### config.mk
export PLATFORM = sky130hd
export DESIGN_NAME = mc_ctrl
export DESIGN_NICKNAME = d
export VERILOG_FILES = /design/src/rtl/mc_ctrl_pkg.sv /design/src/rtl/mc_ctrl_decode.sv /design/src/rtl/mc_ctrl.sv
export SDC_FILE = /design/constraint.sdc
export NUM_CORES = 1
export LEC_CHECK = 0
export ABC_CLOCK_PERIOD_IN_PS = 2500
export CORE_MARGIN = 2
export CORE_UTILIZATION = 47
export DETAILED_ROUTE_END_ITERATION = 6
export PLACE_DENSITY_LB_ADDON = 0.3
export SKIP_CTS_REPAIR_TIMING = 1
export SLEW_MARGIN = 20
export SYNTH_ARGS = -nofsm -noshare
export SYNTH_HDL_FRONTEND = slang
export SYNTH_HIERARCHICAL = 1
export SYNTH_SLANG_ARGS = --single-unit
### constraint.sdc
create_clock -name clk -period 2.5 [get_ports clk]
set_input_delay 0.25 -clock clk [delete_from_list [all_inputs] [get_ports clk]]
set_output_delay 0.25 -clock clk [all_outputs]
set_load 0.02 [all_outputs]
### src/rtl/mc_ctrl_pkg.sv
// Shared encodings for the multi-cycle MIPS control unit: ALU ops, opcodes/functs,
// FSM state codes, datapath mux selects and decoded instruction classes.
package mc_ctrl_pkg;

  localparam logic [4:0] ALU_NOP  = 5'd0;
  localparam logic [4:0] ALU_ADDU = 5'd1;
  localparam logic [4:0] ALU_SUBU = 5'd2;
  localparam logic [4:0] ALU_OR   = 5'd3;
  localparam logic [4:0] ALU_EQL  = 5'd4;
  localparam logic [4:0] ALU_LUI  = 5'd5;
  localparam logic [4:0] ALU_ADD  = 5'd6;

  localparam logic [5:0] OP_RTYPE = 6'h00;
  localparam logic [5:0] OP_J     = 6'h02;
  localparam logic [5:0] OP_BEQ   = 6'h04;
  localparam logic [5:0] OP_ORI   = 6'h0D;
  localparam logic [5:0] OP_LUI   = 6'h0F;
  localparam logic [5:0] OP_LW    = 6'h23;
  localparam logic [5:0] OP_SW    = 6'h2B;

  localparam logic [5:0] FN_ADD   = 6'h20;
  localparam logic [5:0] FN_ADDU  = 6'h21;
  localparam logic [5:0] FN_SUBU  = 6'h23;
  localparam logic [5:0] FN_OR    = 6'h25;

  localparam logic [1:0] PCSRC_ALU    = 2'b00;
  localparam logic [1:0] PCSRC_ALUOUT = 2'b01;
  localparam logic [1:0] PCSRC_JUMP   = 2'b10;

  localparam logic [1:0] SRCB_B   = 2'b00;
  localparam logic [1:0] SRCB_4   = 2'b01;
  localparam logic [1:0] SRCB_IMM = 2'b10;
  localparam logic [1:0] SRCB_BR  = 2'b11;

  localparam logic [1:0] REGDST_RT = 2'b00;
  localparam logic [1:0] REGDST_RD = 2'b01;

  typedef enum logic [3:0] {
    S_FETCH  = 4'd0,
    S_DECODE = 4'd1,
    S_MEMADR = 4'd2,
    S_MEMRD  = 4'd3,
    S_MEMWB  = 4'd4,
    S_MEMWR  = 4'd5,
    S_EXEC   = 4'd6,
    S_RWB    = 4'd7,
    S_BRANCH = 4'd8,
    S_JUMP   = 4'd9,
    S_IEXEC  = 4'd10,
    S_IWB    = 4'd11,
    S_TRAP   = 4'd12
  } state_e;

  typedef enum logic [2:0] {
    CLS_LW, CLS_SW, CLS_R, CLS_ORI, CLS_LUI, CLS_BEQ, CLS_J, CLS_ILL
  } iclass_e;

endpackage

### src/rtl/mc_ctrl_decode.sv
// Combinational instruction decoder: Op/Funct -> instruction class, R-type ALU op
// and legal flag. An R-type with an unknown funct is classed illegal.
module mc_ctrl_decode
  import mc_ctrl_pkg::*;
(
  input  logic [5:0] op_i,
  input  logic [5:0] funct_i,
  output iclass_e    cls_o,
  output logic [4:0] r_aluop_o,
  output logic       legal_o
);

  logic r_ok;

  always_comb begin
    r_aluop_o = ALU_NOP;
    r_ok      = 1'b1;
    case (funct_i)
      FN_ADDU: r_aluop_o = ALU_ADDU;
      FN_SUBU: r_aluop_o = ALU_SUBU;
      FN_ADD:  r_aluop_o = ALU_ADD;
      FN_OR:   r_aluop_o = ALU_OR;
      default: r_ok      = 1'b0;
    endcase
  end

  always_comb begin
    cls_o = CLS_ILL;
    case (op_i)
      OP_RTYPE: cls_o = r_ok ? CLS_R : CLS_ILL;
      OP_LW:    cls_o = CLS_LW;
      OP_SW:    cls_o = CLS_SW;
      OP_ORI:   cls_o = CLS_ORI;
      OP_LUI:   cls_o = CLS_LUI;
      OP_BEQ:   cls_o = CLS_BEQ;
      OP_J:     cls_o = CLS_J;
      default:  cls_o = CLS_ILL;
    endcase
  end

  assign legal_o = (cls_o != CLS_ILL);

endmodule

### src/rtl/mc_ctrl.sv
// Multi-cycle MIPS control FSM with retired-instruction counter; outputs decode
// combinationally from state. MC_CTRL_ILLEGAL_TRAP_EN: illegal ops park in TRAP.
module mc_ctrl
  import mc_ctrl_pkg::*;
#(
  parameter int STATE_W = 4
) (
  input  logic               clk,
  input  logic               rst,
  input  logic [5:0]         Op,
  input  logic [5:0]         Funct,
  input  logic               Zero,
  output logic               PCWrite,
  output logic [1:0]         PCSource,
  output logic               IorD,
  output logic               MemWrite,
  output logic               IRWrite,
  output logic [1:0]         RegDst,
  output logic               MemtoReg,
  output logic               RegWrite,
  output logic               ALUSrcA,
  output logic [1:0]         ALUSrcB,
  output logic               EXTOp,
  output logic [4:0]         ALUOp,
  output logic [STATE_W-1:0] state_o,
  output logic [31:0]        instr_cnt,
  output logic               illegal
);

  state_e      state_q, state_d;
  logic [31:0] instr_cnt_q;
  iclass_e     cls;
  logic [4:0]  r_aluop;
  logic        legal;
  logic        retire;

  mc_ctrl_decode u_decode (
    .op_i      (Op),
    .funct_i   (Funct),
    .cls_o     (cls),
    .r_aluop_o (r_aluop),
    .legal_o   (legal)
  );

  always_comb begin
    state_d = S_FETCH;
    case (state_q)
      S_FETCH:  state_d = S_DECODE;
      S_DECODE: begin
        case (cls)
          CLS_LW, CLS_SW:   state_d = S_MEMADR;
          CLS_R:            state_d = S_EXEC;
          CLS_ORI, CLS_LUI: state_d = S_IEXEC;
          CLS_BEQ:          state_d = S_BRANCH;
          CLS_J:            state_d = S_JUMP;
`ifdef MC_CTRL_ILLEGAL_TRAP_EN
          default:          state_d = S_TRAP;
`else
          default:          state_d = S_FETCH;
`endif
        endcase
      end
      S_MEMADR: state_d = (cls == CLS_LW) ? S_MEMRD : S_MEMWR;
      S_MEMRD:  state_d = S_MEMWB;
      S_EXEC:   state_d = S_RWB;
      S_IEXEC:  state_d = S_IWB;
`ifdef MC_CTRL_ILLEGAL_TRAP_EN
      S_TRAP:   state_d = S_TRAP;
`endif
      default:  state_d = S_FETCH;
    endcase
  end

  assign retire = (state_q == S_MEMWB) || (state_q == S_MEMWR) || (state_q == S_RWB) ||
                  (state_q == S_IWB)   || (state_q == S_BRANCH) || (state_q == S_JUMP);

`ifdef MC_CTRL_ILLEGAL_TRAP_EN
  logic illegal_q;
  assign illegal = illegal_q;
`else
  assign illegal = 1'b0;
`endif

  always_ff @(posedge clk) begin
    if (rst) begin
      state_q     <= S_FETCH;
      instr_cnt_q <= 32'd0;
`ifdef MC_CTRL_ILLEGAL_TRAP_EN
      illegal_q   <= 1'b0;
`endif
    end else begin
      state_q <= state_d;
      if (retire) instr_cnt_q <= instr_cnt_q + 32'd1;
`ifdef MC_CTRL_ILLEGAL_TRAP_EN
      if (state_d == S_TRAP) illegal_q <= 1'b1;
`endif
    end
  end

  assign instr_cnt = instr_cnt_q;
  assign state_o   = STATE_W'(state_q);

  always_comb begin
    PCWrite  = 1'b0;
    PCSource = PCSRC_ALU;
    IorD     = 1'b0;
    MemWrite = 1'b0;
    IRWrite  = 1'b0;
    RegDst   = REGDST_RT;
    MemtoReg = 1'b0;
    RegWrite = 1'b0;
    ALUSrcA  = 1'b0;
    ALUSrcB  = SRCB_B;
    EXTOp    = 1'b0;
    ALUOp    = ALU_NOP;
    case (state_q)
      S_FETCH: begin
        IRWrite = 1'b1;
        ALUSrcB = SRCB_4;
        ALUOp   = ALU_ADDU;
        PCWrite = 1'b1;
      end
      // Speculatively compute the branch target into ALUOut.
      S_DECODE: begin
        ALUSrcB = SRCB_BR;
        EXTOp   = 1'b1;
        ALUOp   = ALU_ADDU;
      end
      S_MEMADR: begin
        ALUSrcA = 1'b1;
        ALUSrcB = SRCB_IMM;
        EXTOp   = 1'b1;
        ALUOp   = ALU_ADD;
      end
      S_MEMRD: IorD = 1'b1;
      S_MEMWB: begin
        MemtoReg = 1'b1;
        RegWrite = 1'b1;
      end
      S_MEMWR: begin
        IorD     = 1'b1;
        MemWrite = 1'b1;
      end
      S_EXEC: begin
        ALUSrcA = 1'b1;
        ALUOp   = r_aluop;
      end
      S_RWB: begin
        RegDst   = REGDST_RD;
        RegWrite = 1'b1;
      end
      S_IEXEC: begin
        ALUSrcA = 1'b1;
        ALUSrcB = SRCB_IMM;
        ALUOp   = (cls == CLS_LUI) ? ALU_LUI : ALU_OR;
      end
      S_IWB: RegWrite = 1'b1;
      S_BRANCH: begin
        ALUSrcA  = 1'b1;
        ALUOp    = ALU_EQL;
        PCSource = PCSRC_ALUOUT;
        PCWrite  = Zero;
      end
      S_JUMP: begin
        PCSource = PCSRC_JUMP;
        PCWrite  = 1'b1;
      end
      default: ;
    endcase
    if (rst) begin
      PCWrite  = 1'b0;
      IRWrite  = 1'b0;
      MemWrite = 1'b0;
      RegWrite = 1'b0;
    end
  end

  // legal is only observed through cls; kept on the decoder for other consumers.
  logic unused_legal;
  assign unused_legal = legal;

endmodule

# Word-level counts from Yosys, hierarchy flattened
# Cells that the tools add are included.
totals:
  regBits: 36
  output_inout_bits: 56
  elab_cells: 72
classes:
  addsub: 1
  n_eq_ne: 27
  mux: 24
  n_reduce_logical: 18
ops:
  columns: ["operator", "count"]
  rows:
  - ["$eq 6x6->1 const B", 6]
  - ["$add 32x1->32 const B", 1]
  - ["$pmux 5 s5", 1]
  - ["$pmux 4 s6", 1]
  - ["$pmux 3 s7", 1]
  - ["$pmux 4 s5", 1]
  - ["$eq 4x3->1 const B", 4]
  - ["$eq 4x4->1 const B", 4]
  - ["$reduce_or 2->1", 7]
  - ["$mux 1", 13]
  - ["$eq 6x4->1 const B", 2]
  - ["$pmux 3 s4", 1]
  - ["$eq 3x3->1 const B", 3]
  - ["$mux 3", 3]
  - ["$eq 4x2->1 const B", 2]
  - ["$reduce_or 4->1", 2]
  - ["$eq 3x2->1 const B", 2]
  - ["$eq 6x2->1 const B", 1]
  - ["$eq 6x3->1 const B", 1]
  - ["$logic_not 6->1", 1]
  - ["$pmux 2 s3", 1]
  - ["$logic_or 1x1->1", 5]
  - ["$eq 4x1->1 const B", 1]
  - ["$logic_not 4->1", 1]
  - ["5 further kinds", 5]

# Logic depth before layout (Yosys ltp)
logic_depth:
  ltp_word: 9
  mapped_depth: 10
  ltp_nobuf: 9

# Modules after synthesis
# Netlist, hierarchy kept.
modules_own_cells:
  columns: ["mod", "n_inst", "cells_each", "area_per_inst_um2", "seq_area_each_um2"]
  rows:
  - ["mc_ctrl", 1, 256, 1979.4, 720.7]
  - ["mc_ctrl_decode", 1, 39, 264.0, 0.0]

# Worst setup path after synthesis
# OpenSTA, ideal clock, no wires.
synth_timing:
  path_kind: "register -> register"
  start: "register instr_cnt_q[0] (netlist: instr_cnt[0])"
  end: "register instr_cnt_q[26] (netlist: instr_cnt[26])"
  arrival_ps: 2274
  path_slack_ps: 156
  stages_incl_launch_ff: 8
  path_buffers: 1
  period_less_slack_ps: 2344
  cell_sequence: "dfxtp_1 -> ha_1 -> nand2_1 -> or3_4 -> or4_1 -> buf_2 -> or4_1 -> a21oi_1"
synth_via:
  elab_chain_cells: 1
synth_lines:
  columns: ["item", "line", "text"]
  rows:
  - ["start, declared", "mc_ctrl.sv:31", "logic [31:0] instr_cnt_q;"]
  - ["start signal, assigned", "mc_ctrl.sv:93", "if (retire) instr_cnt_q <= instr_cnt_q + 32'd1;"]
  - ["$add 32x1->32", "mc_ctrl.sv:93", null]
# No other way between the ends.
# A chain may end at the register's enable or synchronous reset.

# Worst setup path after layout
layout_timing:
  start: "register state_q[3] (netlist: state_o[3])"
  end: "output port RegWrite"
layout_via:
  elab_chain_cells: 4
  elab_cells_between_ends: 6
  cone_classes: "3 x eq/ne; 2 x mux; 1 x reduce/logical"
layout_lines:
  columns: ["item", "line", "text"]
  rows:
  - ["start, declared", "mc_ctrl.sv:30", "state_e state_q, state_d;"]
  - ["start signal, assigned", "mc_ctrl.sv:92", "state_q <= state_d;"]
  - ["$eq 4x3->1 or $eq 4x4->1 (tied branches)", "mc_ctrl.sv:116", "case (state_q)"]
  - ["$reduce_or 3->1 (no source line) (*)", null, null]
  - ["$mux 1 (*)", "mc_ctrl.sv:116", null]
  - ["$mux 1 (*)", "mc_ctrl.sv:170", "if (rst) begin"]
  - ["end, declared", "mc_ctrl.sv:20", "output logic RegWrite,"]
# Mark *: on every way between the ends. The rest lies on a longest branch, timed or not.

==> impl_metrics.env <==
export IMPL_status="finished clean"
export IMPL_p_clk_share_pct=40.0
export IMPL_layout_commonest_cell="clkdlybuf4s50_1"
export IMPL_finalCritPeriodShare_pct=94.0
export IMPL_cts_tree="yes"
export IMPL_fin_nets=390
export IMPL_drc=0
export IMPL_grt_util_met3_pct=5.80
export IMPL_grt_pass1_wl_um=9920
export IMPL_pwr_share_seq_pct=44.1
export IMPL_clk_pin_slew_ns=0.08
export IMPL_gp_congestion=0.861
export IMPL_end_kind="output pin"
export IMPL_fmax_mhz=426
export IMPL_maxCapViolations=0
export IMPL_hold_class="flip-flop to flip-flop"
export IMPL_hold_violations=0
export IMPL_cts_buffers=5
export IMPL_port_buffers=66
export IMPL_antenna_found_initial=0
export IMPL_p_per_area_nw_per_um2=408
export IMPL_cts_sinks=36
export IMPL_vias=2449
export IMPL_die_height_um=73.0
export IMPL_start_util_pct=48.0
export IMPL_path_cells="buf_4 -> inv_1 -> nand2_1 -> nor3_1 -> a31oi_1 -> nor2_1 -> clkdlybuf4s50_1"
export IMPL_design_area_um2=3220
export IMPL_period_minus_slack_ns=2.35
export IMPL_grt_max_degree=39
export IMPL_ys_warn_count=6
export IMPL_synth_cells=294
export IMPL_p_comb_share_pct=15.8
export IMPL_leakagePower_nw=1.18
export IMPL_worstPathRequired_ns=2.25
export IMPL_worstPathArrival_ns=2.10
export IMPL_reg2reg_slack_ns=0.22
export IMPL_drt_iter0_markers=93
export IMPL_synth_avg_cell_area_um2=7.61
export IMPL_dpl_hpwl_um=4310
export IMPL_antenna_cells=0
export IMPL_grt_ovfl_total=0
export IMPL_cts_root_buf="clkbuf_8"
export IMPL_placed_area_um2=3060
export IMPL_busiest_layer="met2"
export IMPL_io_pins=71
export IMPL_met1_usage_pct=27.7
export IMPL_synth_area_um2=2240
export IMPL_die_area_um2=5330
export IMPL_timing_final_max_slew_violations=0
export IMPL_track_usage_pct=23.0
export IMPL_htreeDepth=2
export IMPL_grt_pass1_vias=2315
export IMPL_swShare_pct=25.8
export IMPL_drt_pass1_iter_count=4
export IMPL_drive_gt1_share_pct=13.3
export IMPL_clk_latency_ns=0.29
export IMPL_start_kind="flip-flop"
export IMPL_wl_um=5880
export IMPL_wl_per_cell_um=13.7
export IMPL_core_area_um2=4660
export IMPL_setup_viol=0
export IMPL_met2_usage_pct=39.5
export IMPL_final_cell_mix="57 x clkdlybuf4s50_1, 37 x nor2_1, 36 x dfxtp_1"
export IMPL_rows=25
export IMPL_crit_path_max_incr_delay_ns=0.62
export IMPL_p_int_mw=0.975
export IMPL_p_switching_mw=0.339
export IMPL_die_w_um=73.0
export IMPL_fin_skew_ns=0.00964
export IMPL_place_inst=421
export IMPL_crit_slowest_cell="clkdlybuf4s50_1"
export IMPL_avgViaCountPerCell=5.71
export IMPL_fill_cells=395
export IMPL_fin_cells=429
export IMPL_crit_path_max_fanout=10
export IMPL_rsz0062_at_grt="false"
export IMPL_ant_nets=0
export IMPL_vdd_drop_max_uv=260
export IMPL_ctsLongestPathBuffers=2
export IMPL_path_class="flip-flop to output pin"
export IMPL_final_core_util_pct=69.1
export IMPL_area_growth_pct=44.0
metrics by stage:
step | setup slack [ns] | total power, mW | setup TNS [ns] | hold WS (ns)
finish | 0.151 | 1.31 | 0 | 0.487
global route | 0.0113 | 1.36 | 0 | 0.525
CTS | -0.494 | 1.32 | -0.899 | 0.489
detailed placement | -0.468 | 0.796 | -0.937 | 0.477
global placement | -0.352 | 0.793 | -0.684 | 0.466
floorplan | 0.156 | 0.705 | 0 | 0.551
layer usage:
layer  wire (um)  part of all wire (%)
met1        2630                    45
met2        2890                    49
met3         305                   5.2
met4          60                   1.0
met5           0                     0
flip-flops by register name, indices dropped and copies added, names as in the netlist:
register / flops
state_o: 4
instr_cnt: 32
power groups by stage:
stage          combinational (mW)  clock (mW)  sequential (mW)
2_1_floorplan               0.106           0            0.600
3_3_place_gp                0.199           0            0.594
3_5_place_dp                0.202           0            0.594
4_1_cts                     0.204       0.531            0.580
5_1_grt                     0.226       0.556            0.581
6_report                    0.208       0.526            0.580
final cells by class:
cell class / count / area (um^2) / area share [%]
multi-input combinational: 232 / 1420 / 44.0
inverter: 6 / 22.5 / 0.699
clock buffer: 5 / 68.8 / 2.14
timing repair buffer: 93 / 877 / 27.2
sequential: 36 / 721 / 22.4
tap: 54 / 67.6 / 2.10
clock inverter: 3 / 46.3 / 1.44
final timing paths:
check / from / to / cells after the start
max: state_o[3]$_SDFF_PP0_ / RegWrite / 7
min: instr_cnt[31]$_SDFFE_PP0P_ / instr_cnt[31]$_SDFFE_PP0P_ / 2
max reg2reg: instr_cnt[0]$_SDFFE_PP0P_ / instr_cnt[30]$_SDFFE_PP0P_ / 7
min reg2reg: instr_cnt[31]$_SDFFE_PP0P_ / instr_cnt[31]$_SDFFE_PP0P_ / 2
critical path, delay by kind of cell, from the launching register on:
family	cells	cell delay, ns
buffers and inverters	3	0.95
and+or+nand+nor	3	0.44
DFF	1	0.34
AOI/OAI and AO/OA	1	0.07
(Power assumes the default switching activity.)
==> patch 1, RTL diff (same settings) <==
The option `MC_CTRL_ILLEGAL_TRAP_EN` is turned on by a define.
--- a/src/rtl/mc_ctrl.sv
+++ b/src/rtl/mc_ctrl.sv
@@ -2,2 +2,4 @@
 // combinationally from state. MC_CTRL_ILLEGAL_TRAP_EN: illegal ops park in TRAP.
+`define MC_CTRL_ILLEGAL_TRAP_EN
+
 module mc_ctrl
Formal check against the unedited RTL: not equivalent (a bounded check fails within 4 cycles, from zero or initial values and one cycle with rst high).
==> patch 1 against the unedited design <==
- synthesized area rose by 4.3%
- worst setup slack got worse by 0.059 ns
- sequential share of layout area increased by 0.44 points
- cell area up 1.1%
- routed wire length fell by 0.85%
- sequential cell count rose by 1
Power is not compared: it rests on default switching activity, and its combinational part moved more than twofold at a synthesized area within 25%.
==> patch 1: results (changes against the unedited design) <==
set qor(wire_length_of_the_first_global_routing_pass_um) 9410 ;# was 9920 um
set qor(grt_start_max_net_pins) 26 ;# was 39
set qor(number_of_nets_in_the_layout) 393 ;# was 390
set qor(dpl_cell_area_um2) 3140 ;# was 3060 um^2
set qor(cts-htree-levels) 2 ;# unchanged
set qor(largest_register_ffs) 32 ;# unchanged
set qor(initialDrtViolationCount) 156 ;# was 93
set qor(critPathMaxFanout) 5 ;# was 10
set qor(min-delay-path-class) {reg -> reg} ;# unchanged
set qor(maximum_vdd_ir_drop_mv) 0.358
set qor(power.static_leakage_nw) 1.21
set qor(detail_route.vias_per_cell) 5.41 ;# was 5.71
set qor(synth.yosys.warnings) 6 ;# unchanged
set qor(grt_antenna_before_repair) 0 ;# unchanged
set qor(cts_buffer_count) 5 ;# unchanged
set qor(first_global_vias) 2140 ;# was 2315
set qor(drtPass1Iterations) 4 ;# unchanged
set qor(place.port_buffers) 67 ;# was 66
set qor(detail_placement_hpwl_um) 4220 ;# was 4310 um
set qor(worst_skew_pair.late_latency_ns) 0.28
set qor(ctsLongestPathBuffers) 2 ;# unchanged
set qor(groute.usage.overall_pct) 21.4 ;# was 23.0%
set qor(via_count) 2403 ;# was 2449
set qor(setup_viol_count_final) 0 ;# unchanged
set qor(fillerInstances) 410 ;# was 395
set qor(run_status) {completed} ;# unchanged
set qor(antenna_cells_inserted) 0 ;# unchanged
set qor(clock-skew-final_ns) 0.00330 ;# was 0.00964 ns
set qor(worst-endpoint-arrival_ns) 2.58 ;# was 2.10 ns
set qor(path_clk_slew_ns) 0.07
set qor(place_congestion) 0.901 ;# was 0.861
set qor(drive_gt1_share_pct) 14.3 ;# was 13.3%
set qor(post_synthesis_cell_count) 300 ;# was 294
set qor(clock_tree.root_cell) {clkbuf_8} ;# unchanged
set qor(detail_route.wl_per_cell_um) 13.1 ;# was 13.7 um
patch 1: area by class of cell:
class                           count  area, um^2  share of cell area, %
Clock buffer                        7        86.3                   2.65
Timing Repair Buffer               92         856                   26.3
Tap cell                           67        83.8                   2.57
Multi-Input combinational cell    233        1460                   44.8
Sequential cell                    37         743                   22.8
Inverter                            8        30.0                  0.922
patch 1: routing by layer:
layer | share of wire [%] | vias to the layer above | track usage [%]
met5 | 0 | - | 0
met3 | 8.1 | 14 | 4.34
met4 | 1.8 | 0 | 8.53
met2 | 45 | 77 | 35.5
met1 | 45 | 1114 | 27.2
li1 | - | 1198 | -
patch 1: per-stage QoR:
step                      utilization [%]  setup slack [ns]
final                                68.5            0.0916
after global routing                 68.5           -0.0788
after CTS                            67.9            -0.431
after detailed placement             66.1            -0.421
after global placement               66.1            -0.335
after floorplan                         -             0.285
patch 1: worst max-delay path, stage by stage:
cell	delay, ns
clkdlybuf4s50_1	0.49
nor4_1	0.31
a31oi_1	0.09
a21oi_2	0.17
o211ai_1	0.14
buf_4	0.18
or4_1	0.50
a32oi_1	0.20
nand2_1	0.09
nand2_2	0.09
o41ai_2	0.07
patch 1: final timing paths:
kind / from / endpoint / slack, ns / cells past startpoint
max reg2reg: instr_cnt[3]$_SDFFE_PP0P_ / instr_cnt[31]$_SDFFE_PP0P_ / 0.55 / 5
min: illegal$_SDFFE_PP0N_ / illegal$_SDFFE_PP0N_ / 0.46 / 2
min reg2reg: illegal$_SDFFE_PP0N_ / illegal$_SDFFE_PP0N_ / 0.46 / 2
max: Op[0] / illegal$_SDFFE_PP0N_ / 0.09 / 11
patch 1: report_power, final:
part | leakage, nW | total [mW] | internal (mW) | switching [mW]
sequential | 0.300 | 0.638 | 0.606 | 0.0323
combinational | 0.871 | 0.423 | 0.202 | 0.221
clock | 0.0443 | 0.414 | 0.219 | 0.196
==> patch 2, RTL diff (config.mk and constraints unchanged) <==
Without the edit above. Put a register stage on the output `state_o`, with the module's reset. The value now appears one clock later. The other outputs are not delayed to match.
--- a/src/rtl/mc_ctrl.sv
+++ b/src/rtl/mc_ctrl.sv
@@ -100,3 +100,9 @@
   assign instr_cnt = instr_cnt_q;
-  assign state_o   = STATE_W'(state_q);
+  always_ff @(posedge clk) begin
+    if (rst) begin
+      state_o <= '0;
+    end else begin
+      state_o <= STATE_W'(state_q);
+    end
+  end
 
Function: changed (a bounded check fails within 4 cycles, from zero or initial values and one cycle with rst high).
==> patch 2 against the unedited design <==
- worst setup slack lost 0.070 ns
- cell area grew 6.5%
- synthesized area grew 10%
- non-clock buffer count is 1 lower
- sequential cell count rose by 4
- die area up 9.6%
- total power up 5.9%
- routed wire length rose by 4.4%
- critical path type is now in -> out
- largest power group unchanged
==> patch 2: results (changes against the unedited design) <==
set qor(run_status) {completed} ;# unchanged
set qor(grt_antenna_before_repair) 0 ;# unchanged
set qor(ctsLongestPathBuffers) 2 ;# unchanged
set qor(worst_path_max_delay_cell) {clkdlybuf4s50_1} ;# unchanged
set qor(clock_tree.root_cell) {clkbuf_8} ;# unchanged
set qor(cts_buffer_count) 5 ;# unchanged
set qor(clock-skew-final_ns) 0.00636 ;# was 0.00964 ns
set qor(grt_start_max_net_pins) 42 ;# was 39
set qor(fillerInstances) 469 ;# was 395
set qor(dpl_cell_area_um2) 3250 ;# was 3060 um^2
set qor(wire_length_of_the_first_global_routing_pass_um) 10400 ;# was 9920 um
set qor(min-delay-path-class) {reg -> reg} ;# unchanged
set qor(antenna_cells_inserted) 0 ;# unchanged
set qor(worst-endpoint-arrival_ns) 2.17 ;# was 2.10 ns
set qor(synth.yosys.warnings) 6 ;# unchanged
set qor(routed_wirelength_um) 6130 ;# was 5880 um
set qor(worst_case_hold_slack_ns) 0.506 ;# was 0.487 ns
set qor(cts-htree-levels) 2 ;# unchanged
set qor(cp_top_family) {buffers and inverters} ;# unchanged
set qor(drive_gt1_share_pct) 13.6 ;# was 13.3%
set qor(drtPass1Iterations) 4 ;# unchanged
set qor(first_global_vias) 2339 ;# was 2315
set qor(pre_cts_slack_ns) -0.579 ;# was -0.468 ns
set qor(worst_skew_pair.late_latency_ns) 0.30
set qor(groute.usage.overall_pct) 21.1 ;# was 23.0%
set qor(power.share.switching_pct) 25.2 ;# was 25.8%
set qor(maximum_vdd_ir_drop_mv) 0.264 ;# was 0.260 mV
set qor(via_count) 2613 ;# was 2449
set qor(path_clk_slew_ns) 0.08 ;# about the same
set qor(power.static_leakage_nw) 1.21 ;# was 1.18 nW
set qor(post-place-cells) 450 ;# was 421
set qor(reg2reg_slack_ns) 0.23
set qor(slowest_delay_ns) 0.52 ;# was 0.62 ns
set qor(detail_placement_hpwl_um) 4330 ;# was 4310 um
set qor(detail_route.wl_per_cell_um) 13.4 ;# was 13.7 um
set qor(number_of_nets_in_the_layout) 404 ;# was 390
set qor(initialDrtViolationCount) 116 ;# was 93
set qor(place.port_buffers) 66 ;# unchanged
set qor(critPathMaxFanout) 6 ;# was 10
set qor(fin_crit_sh_pct) 96.8 ;# was 94.0%
set qor(syn_area_per_cell_um2) 7.77 ;# was 7.61 um^2
set qor(largest_register_ffs) 32 ;# unchanged
set qor(place_congestion) 0.833 ;# was 0.861
-- patch 2: path summary, 6_finish.rpt --
path | start | end | cells past startpoint
setup / recovery | Op[3] | ALUOp[2] | 10
hold / removal | instr_cnt[30]$_SDFFE_PP0P_ | instr_cnt[30]$_SDFFE_PP0P_ | 2
setup reg to reg | state_q[3]$_SDFF_PP0_ | instr_cnt[29]$_SDFFE_PP0P_ | 5
hold reg to reg | instr_cnt[30]$_SDFFE_PP0P_ | instr_cnt[30]$_SDFFE_PP0P_ | 2
-- patch 2: per-layer routing --
layer  up-vias  part of all wire (%)  GRT usage (%)
li1       1305                     -              -
met1      1226                    44           26.8
met2        72                    49           35.5
met3        10                   4.4           3.32
met4         0                   2.1           8.91
met5         -                     0              0
-- patch 2: power groups by stage --
stage,clock network [mW],logic [mW],registers [mW]
CTS,0.556,0.197,0.646
detailed placement,0,0.196,0.661
global route,0.575,0.221,0.647
global placement,0,0.192,0.661
floorplan,0,0.110,0.664
finish,0.543,0.203,0.646
-- patch 2: worst min-delay path, cell delays in order, from the launching register on --
cell and delay [ns]:
dfxtp_1 0.34, o31ai_1 0.07, a21oi_1 0.05
-- patch 2: final cells by class --
type	count	area, um^2	area share, %
Inverter	9	33.8	0.984
Clock buffer	5	68.8	2.01
Multi-Input combinational cell	240	1520	44.4
Sequential cell	40	801	23.3
Timing Repair Buffer	92	871	25.4
Tap cell	70	87.6	2.55
Clock inverter	3	46.3	1.35
